File: src/rtl/dcache_ctrl_if.sv
// ============================================================================
// Module      : dcache_ctrl_if
// Description : Bundle of every signal between the data-cache miss controller
//               and its neighbours: the LSQ load/store ports, the 4-way data
//               array read/write ports, the victim lookup and the tagged
//               memory bus, plus the performance counters.
//               modport master : the controller (dcache_ctrl)
//               modport slave  : the environment (LSQ, array, memory)
// Revision    : 1.0  initial release
// ============================================================================
`default_nettype none

interface dcache_ctrl_if #(
  parameter int MEM_TAG_W = 4,
  parameter int CNT_W     = 32
) ();
  // LSQ load port
  logic                 ld_req_valid;
  logic [63:0]          ld_req_addr;
  logic                 ld_req_ready;
  logic                 ld_rsp_valid;
  logic [63:0]          ld_rsp_data;
  // LSQ retired-store port
  logic                 st_req_valid;
  logic [63:0]          st_req_addr;
  logic [63:0]          st_req_data;
  logic                 st_req_ready;
  // Data array read port
  logic [63:0]          rd1_addr;
  logic                 rd1_search;
  logic                 rd1_hit_out;
  logic [63:0]          rd1_data_out;
  // Data array write port
  logic [63:0]          wr1_addr;
  logic                 wr1_search;
  logic                 wr1_en;
  logic                 wr1_from_mem;
  logic [63:0]          wr1_data;
  logic                 wr1_dirty;
  logic                 wr1_valid;
  logic                 wr1_hit_out;
  // LRU victim of the set addressed by wr1_addr
  logic                 evicted_valid_out;
  logic                 evicted_dirty_out;
  logic [63:0]          evicted_addr_out;
  logic [63:0]          evicted_data_out;
  // Memory bus
  logic [1:0]           proc2mem_command;
  logic [63:0]          proc2mem_addr;
  logic [63:0]          proc2mem_data;
  logic [MEM_TAG_W-1:0] mem2proc_response;
  logic [MEM_TAG_W-1:0] mem2proc_tag;
  logic [63:0]          mem2proc_data;
  // Performance counters
  logic [CNT_W-1:0]     miss_count;
  logic [CNT_W-1:0]     wb_count;

  modport master (
    input  ld_req_valid, ld_req_addr,
    output ld_req_ready, ld_rsp_valid, ld_rsp_data,
    input  st_req_valid, st_req_addr, st_req_data,
    output st_req_ready,
    output rd1_addr, rd1_search,
    input  rd1_hit_out, rd1_data_out,
    output wr1_addr, wr1_search, wr1_en, wr1_from_mem, wr1_data, wr1_dirty, wr1_valid,
    input  wr1_hit_out,
    input  evicted_valid_out, evicted_dirty_out, evicted_addr_out, evicted_data_out,
    output proc2mem_command, proc2mem_addr, proc2mem_data,
    input  mem2proc_response, mem2proc_tag, mem2proc_data,
    output miss_count, wb_count
  );

  modport slave (
    output ld_req_valid, ld_req_addr,
    input  ld_req_ready, ld_rsp_valid, ld_rsp_data,
    output st_req_valid, st_req_addr, st_req_data,
    input  st_req_ready,
    input  rd1_addr, rd1_search,
    output rd1_hit_out, rd1_data_out,
    input  wr1_addr, wr1_search, wr1_en, wr1_from_mem, wr1_data, wr1_dirty, wr1_valid,
    output wr1_hit_out,
    output evicted_valid_out, evicted_dirty_out, evicted_addr_out, evicted_data_out,
    input  proc2mem_command, proc2mem_addr, proc2mem_data,
    output mem2proc_response, mem2proc_tag, mem2proc_data,
    input  miss_count, wb_count
  );
endinterface

`default_nettype wire

File: src/rtl/dcache_ctrl.sv
// ============================================================================
// Module      : dcache_ctrl
// Description : Blocking miss controller for the 4-way write-back,
//               write-allocate data cache. Serves hits from the LSQ load and
//               store ports directly against the array; on a miss it writes
//               back a dirty victim, fetches the line over the tagged memory
//               bus, installs it and lets the held request retry as a hit.
//               Ports:
//                 clock, reset : system clock, async active-high reset
//                 bus          : dcache_ctrl_if.master (LSQ, array, memory,
//                                performance counters)
// Revision    : 1.0  initial release
// ============================================================================
`default_nettype none

module dcache_ctrl #(
  parameter int MEM_TAG_W = 4,
  parameter int CNT_W     = 32
) (
  input  logic          clock,
  input  logic          reset,
  dcache_ctrl_if.master bus
);

  localparam logic [1:0] c_BUS_NONE  = 2'd0;
  localparam logic [1:0] c_BUS_LOAD  = 2'd1;
  localparam logic [1:0] c_BUS_STORE = 2'd2;

  typedef enum logic [2:0] {
    IDLE       = 3'd0,
    WB_REQ     = 3'd1,
    FILL_REQ   = 3'd2,
    FILL_WAIT  = 3'd3,
    FILL_WRITE = 3'd4
  } state_t;

  state_t               r_state;
  logic [63:0]          r_miss_addr;
  logic [63:0]          r_fill_data;
  logic [MEM_TAG_W-1:0] r_tag;
  logic [1:0]           r_cmd;
  logic [63:0]          r_mem_addr;
  logic [63:0]          r_mem_data;
  logic                 r_ld_rsp_valid;
  logic [63:0]          r_ld_rsp_data;
  logic [CNT_W-1:0]     r_miss_count;
  logic [CNT_W-1:0]     r_wb_count;

  logic                 w_idle;
  logic                 w_same_line;
  logic                 w_st_accept;
  logic                 w_ld_accept;
  logic                 w_st_miss;
  logic                 w_ld_miss;
  logic                 w_miss;
  logic [63:0]          w_miss_addr;
  logic                 w_tag_match;

  function automatic logic [63:0] line_align(input logic [63:0] a);
    return {a[63:3], 3'b000};
  endfunction

  assign w_idle      = (r_state == IDLE);
  assign w_same_line = (bus.ld_req_addr[63:3] == bus.st_req_addr[63:3]);

  // The write port looks at the store address whenever a store is pending,
  // so wr1_hit_out is only meaningful for the store in that case.
  assign w_st_accept = w_idle & bus.st_req_valid & bus.wr1_hit_out;
  assign w_st_miss   = w_idle & bus.st_req_valid & ~bus.wr1_hit_out;

  // A same-line load behind an accepted store waits one cycle so the array
  // read returns the freshly stored data.
  assign w_ld_accept = w_idle & bus.ld_req_valid & bus.rd1_hit_out &
                       ~(w_st_accept & w_same_line);

  // A load miss is only serviced when no store is pending: the write port
  // (and thus the victim lookup) must point at the load's set.
  assign w_ld_miss   = w_idle & ~bus.st_req_valid & bus.ld_req_valid & ~bus.rd1_hit_out;
  assign w_miss      = w_st_miss | w_ld_miss;
  assign w_miss_addr = bus.st_req_valid ? bus.st_req_addr : bus.ld_req_addr;

  // A latched tag of 0 never matches, so a stale response after reset is ignored.
  assign w_tag_match = (r_tag != '0) && (bus.mem2proc_tag == r_tag);

  // Array port steering
  always_comb begin
    bus.rd1_addr     = bus.ld_req_addr;
    bus.rd1_search   = w_idle & bus.ld_req_valid;
    bus.wr1_addr     = w_miss_addr;
    bus.wr1_search   = w_idle & (bus.st_req_valid | w_ld_miss);
    bus.wr1_en       = w_st_accept;
    bus.wr1_from_mem = 1'b0;
    bus.wr1_data     = bus.st_req_data;
    bus.wr1_dirty    = w_st_accept;
    bus.wr1_valid    = w_st_accept;
    if (r_state == FILL_WRITE) begin
      bus.wr1_addr     = r_miss_addr;
      bus.wr1_search   = 1'b1;
      bus.wr1_en       = 1'b1;
      bus.wr1_from_mem = 1'b1;
      bus.wr1_data     = r_fill_data;
      bus.wr1_dirty    = 1'b0;
      bus.wr1_valid    = 1'b1;
    end
  end

  assign bus.ld_req_ready     = w_ld_accept;
  assign bus.st_req_ready     = w_st_accept;
  assign bus.ld_rsp_valid     = r_ld_rsp_valid;
  assign bus.ld_rsp_data      = r_ld_rsp_data;
  assign bus.proc2mem_command = r_cmd;
  assign bus.proc2mem_addr    = r_mem_addr;
  assign bus.proc2mem_data    = r_mem_data;
  assign bus.miss_count       = r_miss_count;
  assign bus.wb_count         = r_wb_count;

  // Miss FSM; the bus command/address/data are set up on the transition into
  // each request state so they come straight from flops.
  always_ff @(posedge clock or posedge reset) begin
    if (reset) begin
      r_state        <= IDLE;
      r_miss_addr    <= '0;
      r_fill_data    <= '0;
      r_tag          <= '0;
      r_cmd          <= c_BUS_NONE;
      r_mem_addr     <= '0;
      r_mem_data     <= '0;
      r_ld_rsp_valid <= 1'b0;
      r_ld_rsp_data  <= '0;
      r_miss_count   <= '0;
      r_wb_count     <= '0;
    end else begin
      r_ld_rsp_valid <= w_ld_accept;
      if (w_ld_accept) begin
        r_ld_rsp_data <= bus.rd1_data_out;
      end

      case (r_state)
        IDLE: begin
          if (w_miss) begin
            r_miss_addr <= w_miss_addr;
            if (r_miss_count != {CNT_W{1'b1}}) begin
              r_miss_count <= r_miss_count + CNT_W'(1);
            end
            if (bus.evicted_valid_out & bus.evicted_dirty_out) begin
              r_state    <= WB_REQ;
              r_cmd      <= c_BUS_STORE;
              r_mem_addr <= line_align(bus.evicted_addr_out);
              r_mem_data <= bus.evicted_data_out;
            end else begin
              r_state    <= FILL_REQ;
              r_cmd      <= c_BUS_LOAD;
              r_mem_addr <= line_align(w_miss_addr);
              r_mem_data <= '0;
            end
          end
        end
        WB_REQ: begin
          if (bus.mem2proc_response != '0) begin
            if (r_wb_count != {CNT_W{1'b1}}) begin
              r_wb_count <= r_wb_count + CNT_W'(1);
            end
            r_state    <= FILL_REQ;
            r_cmd      <= c_BUS_LOAD;
            r_mem_addr <= line_align(r_miss_addr);
            r_mem_data <= '0;
          end
        end
        FILL_REQ: begin
          if (bus.mem2proc_response != '0) begin
            r_tag   <= bus.mem2proc_response;
            r_state <= FILL_WAIT;
            r_cmd   <= c_BUS_NONE;
          end
        end
        FILL_WAIT: begin
          if (w_tag_match) begin
            r_fill_data <= bus.mem2proc_data;
            r_tag       <= '0;
            r_state     <= FILL_WRITE;
          end
        end
        FILL_WRITE: begin
          r_state <= IDLE;
        end
        default: begin
          r_state <= IDLE;
          r_cmd   <= c_BUS_NONE;
        end
      endcase
    end
  end

endmodule

`default_nettype wire

File: src/flat_wrapper.sv
// flat-port wrapper written by rule: the top's interface ports become plain ports
module dcache_ctrl_flat 
#(
  parameter int MEM_TAG_W = 4,
  parameter int CNT_W     = 32
)
  (clock, reset, bus_ld_req_valid, bus_ld_req_addr, bus_ld_req_ready, bus_ld_rsp_valid, bus_ld_rsp_data, bus_st_req_valid, bus_st_req_addr, bus_st_req_data, bus_st_req_ready, bus_rd1_addr, bus_rd1_search, bus_rd1_hit_out, bus_rd1_data_out, bus_wr1_addr, bus_wr1_search, bus_wr1_en, bus_wr1_from_mem, bus_wr1_data, bus_wr1_dirty, bus_wr1_valid, bus_wr1_hit_out, bus_evicted_valid_out, bus_evicted_dirty_out, bus_evicted_addr_out, bus_evicted_data_out, bus_proc2mem_command, bus_proc2mem_addr, bus_proc2mem_data, bus_mem2proc_response, bus_mem2proc_tag, bus_mem2proc_data, bus_miss_count, bus_wb_count);
  dcache_ctrl_if #(.MEM_TAG_W(MEM_TAG_W), .CNT_W(CNT_W)) bus_i ();
  input  logic clock;
  input  logic reset;
  input wire logic [$bits(bus_i.ld_req_valid)-1:0] bus_ld_req_valid;
  input wire logic [$bits(bus_i.ld_req_addr)-1:0] bus_ld_req_addr;
  output wire logic [$bits(bus_i.ld_req_ready)-1:0] bus_ld_req_ready;
  output wire logic [$bits(bus_i.ld_rsp_valid)-1:0] bus_ld_rsp_valid;
  output wire logic [$bits(bus_i.ld_rsp_data)-1:0] bus_ld_rsp_data;
  input wire logic [$bits(bus_i.st_req_valid)-1:0] bus_st_req_valid;
  input wire logic [$bits(bus_i.st_req_addr)-1:0] bus_st_req_addr;
  input wire logic [$bits(bus_i.st_req_data)-1:0] bus_st_req_data;
  output wire logic [$bits(bus_i.st_req_ready)-1:0] bus_st_req_ready;
  output wire logic [$bits(bus_i.rd1_addr)-1:0] bus_rd1_addr;
  output wire logic [$bits(bus_i.rd1_search)-1:0] bus_rd1_search;
  input wire logic [$bits(bus_i.rd1_hit_out)-1:0] bus_rd1_hit_out;
  input wire logic [$bits(bus_i.rd1_data_out)-1:0] bus_rd1_data_out;
  output wire logic [$bits(bus_i.wr1_addr)-1:0] bus_wr1_addr;
  output wire logic [$bits(bus_i.wr1_search)-1:0] bus_wr1_search;
  output wire logic [$bits(bus_i.wr1_en)-1:0] bus_wr1_en;
  output wire logic [$bits(bus_i.wr1_from_mem)-1:0] bus_wr1_from_mem;
  output wire logic [$bits(bus_i.wr1_data)-1:0] bus_wr1_data;
  output wire logic [$bits(bus_i.wr1_dirty)-1:0] bus_wr1_dirty;
  output wire logic [$bits(bus_i.wr1_valid)-1:0] bus_wr1_valid;
  input wire logic [$bits(bus_i.wr1_hit_out)-1:0] bus_wr1_hit_out;
  input wire logic [$bits(bus_i.evicted_valid_out)-1:0] bus_evicted_valid_out;
  input wire logic [$bits(bus_i.evicted_dirty_out)-1:0] bus_evicted_dirty_out;
  input wire logic [$bits(bus_i.evicted_addr_out)-1:0] bus_evicted_addr_out;
  input wire logic [$bits(bus_i.evicted_data_out)-1:0] bus_evicted_data_out;
  output wire logic [$bits(bus_i.proc2mem_command)-1:0] bus_proc2mem_command;
  output wire logic [$bits(bus_i.proc2mem_addr)-1:0] bus_proc2mem_addr;
  output wire logic [$bits(bus_i.proc2mem_data)-1:0] bus_proc2mem_data;
  input wire logic [$bits(bus_i.mem2proc_response)-1:0] bus_mem2proc_response;
  input wire logic [$bits(bus_i.mem2proc_tag)-1:0] bus_mem2proc_tag;
  input wire logic [$bits(bus_i.mem2proc_data)-1:0] bus_mem2proc_data;
  output wire logic [$bits(bus_i.miss_count)-1:0] bus_miss_count;
  output wire logic [$bits(bus_i.wb_count)-1:0] bus_wb_count;
  assign bus_i.ld_req_valid = bus_ld_req_valid;
  assign bus_i.ld_req_addr = bus_ld_req_addr;
  assign bus_ld_req_ready = bus_i.ld_req_ready;
  assign bus_ld_rsp_valid = bus_i.ld_rsp_valid;
  assign bus_ld_rsp_data = bus_i.ld_rsp_data;
  assign bus_i.st_req_valid = bus_st_req_valid;
  assign bus_i.st_req_addr = bus_st_req_addr;
  assign bus_i.st_req_data = bus_st_req_data;
  assign bus_st_req_ready = bus_i.st_req_ready;
  assign bus_rd1_addr = bus_i.rd1_addr;
  assign bus_rd1_search = bus_i.rd1_search;
  assign bus_i.rd1_hit_out = bus_rd1_hit_out;
  assign bus_i.rd1_data_out = bus_rd1_data_out;
  assign bus_wr1_addr = bus_i.wr1_addr;
  assign bus_wr1_search = bus_i.wr1_search;
  assign bus_wr1_en = bus_i.wr1_en;
  assign bus_wr1_from_mem = bus_i.wr1_from_mem;
  assign bus_wr1_data = bus_i.wr1_data;
  assign bus_wr1_dirty = bus_i.wr1_dirty;
  assign bus_wr1_valid = bus_i.wr1_valid;
  assign bus_i.wr1_hit_out = bus_wr1_hit_out;
  assign bus_i.evicted_valid_out = bus_evicted_valid_out;
  assign bus_i.evicted_dirty_out = bus_evicted_dirty_out;
  assign bus_i.evicted_addr_out = bus_evicted_addr_out;
  assign bus_i.evicted_data_out = bus_evicted_data_out;
  assign bus_proc2mem_command = bus_i.proc2mem_command;
  assign bus_proc2mem_addr = bus_i.proc2mem_addr;
  assign bus_proc2mem_data = bus_i.proc2mem_data;
  assign bus_i.mem2proc_response = bus_mem2proc_response;
  assign bus_i.mem2proc_tag = bus_mem2proc_tag;
  assign bus_i.mem2proc_data = bus_mem2proc_data;
  assign bus_miss_count = bus_i.miss_count;
  assign bus_wb_count = bus_i.wb_count;
  dcache_ctrl #(.MEM_TAG_W(MEM_TAG_W), .CNT_W(CNT_W)) u_core (.clock(clock), .reset(reset), .bus(bus_i));
endmodule
File: config.mk
export PLATFORM = sky130hd
export DESIGN_NAME = dcache_ctrl_flat
export DESIGN_NICKNAME = d
export VERILOG_FILES = /design/src/rtl/dcache_ctrl_if.sv /design/src/rtl/dcache_ctrl.sv /design/src/flat_wrapper.sv
export SDC_FILE = /design/constraint.sdc
export NUM_CORES = 1
export LEC_CHECK = 0
export ABC_AREA = 1
export BUFFER_PORTS_ARGS = -buffer_cell sky130_fd_sc_hd__buf_2
export CORE_AREA = 5 5 359 361
export CTS_BUF_LIST = sky130_fd_sc_hd__clkbuf_2 sky130_fd_sc_hd__clkbuf_4 sky130_fd_sc_hd__clkbuf_8
export DETAILED_ROUTE_END_ITERATION = 8
export DIE_AREA = 0 0 364 366
export PLACE_DENSITY = 0.41
export SLEW_MARGIN = 15
export SYNTH_ARGS = -nofsm -noshare
export SYNTH_HDL_FRONTEND = slang
export SYNTH_SLANG_ARGS = --single-unit
export TNS_END_PERCENT = 10
File: constraint.sdc
create_clock -name clock -period 13.6 [get_ports clock]
set_input_delay 0.68 -clock clock [delete_from_list [all_inputs] [get_ports clock]]
set_output_delay 0.68 -clock clock [all_outputs]
set_load 0.05 [all_outputs]
**Word level (Yosys, flattened, before mapping)**

Cells that the tools add are included.

- Add/subtract/negate cells: 2
- Equality and inequality tests: 12
- Muxes and demuxes: 29
- Bitwise operators: 19
- Reduce and logical (&&, ||, !) cells: 15

Operator list:

| kind | number |
|---|---|
| 64-bit two-way mux | 9 |
| 64-bit case mux with 2 select lines | 2 |
| 32-bit by 1-bit adder with 32-bit output, second input constant | 2 |
| 32-bit inequality test, second input constant | 2 |
| 61-bit == test | 1 |
| 1-bit bitwise AND | 12 |
| 3-bit two-way mux | 4 |
| 3-bit case mux with 4 select lines | 1 |
| 3-bit AND reduction | 4 |
| 2-bit two-way mux | 5 |
| 4-bit two-way mux | 2 |
| 2-bit case mux with 4 select lines | 1 |
| 4-bit case mux with 2 select lines | 1 |
| 4-bit AND reduction | 2 |
| 4-bit nonzero test | 2 |
| 3-bit by 2-bit == test with 1-bit output, second input constant | 2 |
| 2-bit by 1-bit inequality test with 1-bit output, second input constant | 3 |
| 1-bit NOT | 5 |
| 4-bit == test | 1 |
| 1-bit two-way mux | 4 |
| 2-bit AND reduction | 2 |
| 2-bit nonzero test | 2 |
| 3-bit by 1-bit == test with 1-bit output, second input constant | 1 |
| 3-bit == test, second input constant | 1 |
| 5 further kinds | 6 |

- Register bits: 394
- Input bits: 464
- Output and inout bits: 459

**Logic depth before layout (Yosys ltp)**

- Depth after elaboration: 7
- Depth in mapped cells: 14
- Depth with buffers taken out: 12

**Worst setup path before layout**

No wires, ideal clock.

- Path type: register to output
- From: register u_core.r_state[0]
- To: output port bus_wr1_addr[58]
- Arrival time: 2.328 ns
- Path slack: 10.592 ns
- Cell stages (with the launch flop): 8
- Buffers on the path: 2
- Path through: dfrtp_1 -> nor2_2 -> inv_1 -> nor2_1 -> inv_1 -> clkbuf_1 -> clkbuf_1 -> o21ai_0

- Word-level cells in the longest chain between the ends: 2

RTL lines:

| element | RTL line | text |
|---|---|---|
| start, declared | dcache_ctrl.sv:37 | `state_t r_state;` |
| start signal, assigned | dcache_ctrl.sv:121 | `r_state <= IDLE;` |
| start signal, assigned | dcache_ctrl.sv:146 | `r_state <= WB_REQ;` |
| start signal, assigned | dcache_ctrl.sv:151 | `r_state <= FILL_REQ;` |
| 3-bit == test | dcache_ctrl.sv:96 | `if (r_state == FILL_WRITE) begin` |
| 64-bit two-way mux | dcache_ctrl.sv:96 |  |
| end, declared | flat_wrapper.sv:24 | `output wire logic [$bits(bus_i.wr1_addr)-1:0] bus_wr1_addr;` |

No other way between the ends.

**Worst setup path in the final report**

- From: register u_core.r_state[0]
- To: output port bus_wr1_addr[30]

The elaborated chain is that of the path after synthesis.

==> flow_summary_export.csv <==
group,metric,value,unit
outcome,status,"finished clean",
synth,syn_inst,3089,
finish,stdcell_area,29200,µm²
clock_network,hold_buffers,0,
timing,fmax,0.199,GHz
worst_setup_path,critPathKind,"register to output port",
synth,synth_top_family_by_area,"simple AND/OR/NAND/NOR gates",
floorplanning,die_area,133000,µm²
clock_network,numClockSinks,391,
floorplanning,die_y,366,µm
synth,synth-compound-area-share,0.100,
worst_setup_path,reg2reg_from,"u_core.r_state[0]$_DFFE_PP0P_",
worst_setup_path,worstPathRequired,12.92,ns
clock_network,tritoncts,"yes",
grt,grt_max_degree,117,
synth,synth-edff-count,0,
finish,nets,4332,
timing,tns,0,ns
power_and_ir_drop,peakVddDrop,0.154,mV
synth,avgSynthCellArea,7.09,µm²
placed_design,place.port_buffers,916,
worst_setup_path,timing.rr.end,"u_core.bus.proc2mem_data[60]$_DFFE_PP0P_",
synth,synth_area_leaders,"dfrtp_1 45%, nand2_1 22%, o21ai_0 7.2%",
grt,grt_most_used_layer,"met2",
clock_network,cts_made_buffers,82,
synth,synth_top_area_frac,0.447,
synth,synth_area,21900,µm²
finish,drive_gt1_frac,0.285,
timing,slew_headroom,0.281,
power_and_ir_drop,p_leak,16.0,nW
synth,ys_seq_elements,391,
placed_design,dp_hpwl,81.2,mm
power_and_ir_drop,pwr-share-comb,0.513,
worst_setup_path,crit_chain,"nor2_2 > inv_1 > nor2_4 > buf_4 > inv_6 > buf_4 > o21ai_0 > buf_2",
grt,grt_util_all_layers,0.158,
synth,synth_xor_area_frac,0.0256,
clock_network,htree_levels,3,
worst_setup_path,crit_path_max_fanout,108,
timing,post-route-period-util,0.370,
run,maxCapViolCount,0,
grt,grt_pass1_vias,22912,
clock_network,clkSlewWorstSetupHoldPaths,0.06,ns
grt,antenna_found_initial,18,
power_and_ir_drop,seq_power_share,0.280,
worst_setup_path,worstRegToRegCells,9,
worst_setup_path,crit_slowest_cell,"o21ai_0",
timing,layout_min_cycle_time,5.03,ns
timing,grt_setup_unrepaired,"false",
floorplanning,die_w,364,µm
finish,layout_commonest_cell,"nand2_1",
clock_network,clock_latency,0.70,ns
synth,synth_mux_area_frac,0,
synth,ys_types,34,
floorplanning,io_pins,923,
power_and_ir_drop,powerDensity,227,nW/µm²
clock_network,cts-resized-gates,0,
routing,ant_nets,0,
finish,area_growth,33.5,%
power_and_ir_drop,switchingPower,3.54,mW
worst_setup_path,crit_path_end_kind,"output port",
routing,dr.pass1.iters,5,
worst_setup_path,startpoint,"u_core.r_state[0]$_DFFE_PP0P_",
grt,grt_overflow,0,
grt,gr-usage-met1,0.206,
clock_network,cts_root_buffer,"clkbuf_8",
synth,synthArstFlopShare,1.00,
floorplanning,initial_core_util,0.175,
floorplanning,rows,130,
power_and_ir_drop,p_clk_frac,0.207,
synth,ys_seq_area_frac,0.447,
synth,synth_top_flop_cell,"dfrtp_1",
power_and_ir_drop,p_sw_frac,0.535,
grt,grtUsageMet3,0.0335,
synth,synthAdderAreaFrac,0.00114,
routing,drt_iter0_markers,1532,
worst_setup_path,max_stage_delay,0.83,ns
clock_network,post-cts-setup-buffer-count,0,
routing,wirelength,109,mm
worst_setup_path,start_kind,"register",
timing,tightest_slew,1.08,ns
routing,vias,23295,
timing,clock-skew-final,0.0526,ns
placed_design,dpl_cell_area,27400,µm²
worst_setup_path,arrival,4.35,ns
routing,vias_per_cell,4.17,
synth,yosys.area.top_type,"dfrtp_1",
worst_setup_path,rrSetupSlack,9.69,ns
grt,grtUsageMet2,0.262,
synth,ys_warn_count,0,
worst_setup_path,crit_top_cell,"buf_4",
clock_network,cts_buffer_depth,3,
timing,hold_viol,0,
hold_path,min_path_type,"primary input to async pin",
floorplanning,fp.coreArea,125000,µm²
grt,grt_pass1_wl,158,mm
synth,synth-simple-area-share,0.324,
timing,report.final.setup_viol,0,
finish,final_cell_mix,"1290 x nand2_1, 915 x buf_2, 391 x dfrtp_1",
power_and_ir_drop,internal_power,3.08,mW
timing,slew_viol_final,0,
placed_design,place_congestion,0.858,
routing,wl_per_cell,19.6,µm
routing,remaining_drc_errors,0,
sequential cells by signal (all words and copies together), names as in the netlist:
signal                       flops
u_core.bus.miss_count           32
u_core.bus.ld_rsp_data          64
u_core.bus.ld_rsp_valid          1
u_core.bus.wb_count             32
u_core.r_miss_addr              64
u_core.bus.proc2mem_addr        61
u_core.r_tag                     4
u_core.bus.proc2mem_data        64
u_core.r_fill_data              64
u_core.bus.proc2mem_command      2
u_core.r_state                   3
final cells by class:
| class | count | area (µm²) |
|---|---|---|
| well taps | 1650 | 2060 |
| flip-flops and latches | 391 | 9780 |
| repair buffers | 941 | 4790 |
| inverters | 225 | 863 |
| fillers | 14298 | 95900 |
| clock inverters | 10 | 144 |
| clock buffers | 129 | 1590 |
| diodes | 14 | 35.0 |
| multi-input cells | 2225 | 9940 |
metal layers:
metal  wire (µm)  share of wire  up-vias
li1            -              -    11319
met1       48200           0.44    11123
met2       51800           0.47      710
met3        6790          0.062      141
met4        2480          0.023        2
met5          11        0.00010        -
power by group through the flow:
stage / clock [mW] / sequential (mW) / combinational (mW)
floorplan: 0 / 2.68 / 1.59
global placement: 0 / 1.86 / 3.44
detailed placement: 0 / 1.86 / 3.46
CTS: 1.44 / 1.85 / 3.46
global route: 1.48 / 1.90 / 3.67
finish: 1.37 / 1.85 / 3.40
cell families after synthesis:
logic type,count (synthesis)
AOI/OAI and AO/OA,407
xor gates and xnor gates,64
adders and majority gates,2
buffers and inverters,475
DFF,391
other,1
and+or+nand+nor,1749
critical path: cells and delay by family, from the launching register on:
| kind | cells | cell delay, ns |
|---|---|---|
| buffers and inverters | 5 | 2.14 |
| AO/OA/AOI/OAI | 1 | 0.83 |
| flip-flops | 1 | 0.41 |
| AND/OR/NAND/NOR | 2 | 0.22 |
metrics by stage:
stage                     power [mW]  worst slack, ns  cells  hold WS (ns)   util
after floorplan                 4.28             2.05   3091         0.442      -
after global placement          5.30             8.89   5432         0.450  0.219
after detailed placement        5.32             8.90   5432         0.453  0.219
after CTS                       6.75             8.38   5571        0.0708  0.233
after global routing            7.06             8.25   5580         0.114  0.233
final                           6.62             8.57   5585         0.145  0.234
worst max-delay path by stage:
| stage | cells past startpoint | to | slack [ns] |
|---|---|---|---|
| 2_1_floorplan | 1 | u_core.bus.ld_rsp_data[0]$_DFFE_PP0P_ | 2.05 |
| 3_3_place_gp | 10 | u_core.bus.miss_count[13]$_DFFE_PP0P_ | 8.89 |
| 3_5_place_dp | 10 | u_core.bus.miss_count[14]$_DFFE_PP0P_ | 8.90 |
| 4_1_cts | 8 | bus_wr1_addr[32] | 8.38 |
| 5_1_grt | 8 | bus_wr1_addr[32] | 8.25 |
| 6_report | 8 | bus_wr1_addr[30] | 8.57 |
synth_stat cells, types with 4 or more instances:
cell type	n
buf_1	17
buf_2	27
buf_4	81
buf_6	13
clkbuf_1	112
dfrtp_1	391
inv_1	217
inv_2	8
nand2_1	1295
nand3_1	286
nand3b_1	4
nand4_1	16
nor2_1	97
nor3_1	28
nor4_1	5
o211ai_1	61
o21ai_0	314
o21ai_1	27
or2_2	7
xnor2_1	35
xor2_1	29
Note: power is estimated with default switching activity, not from simulation.
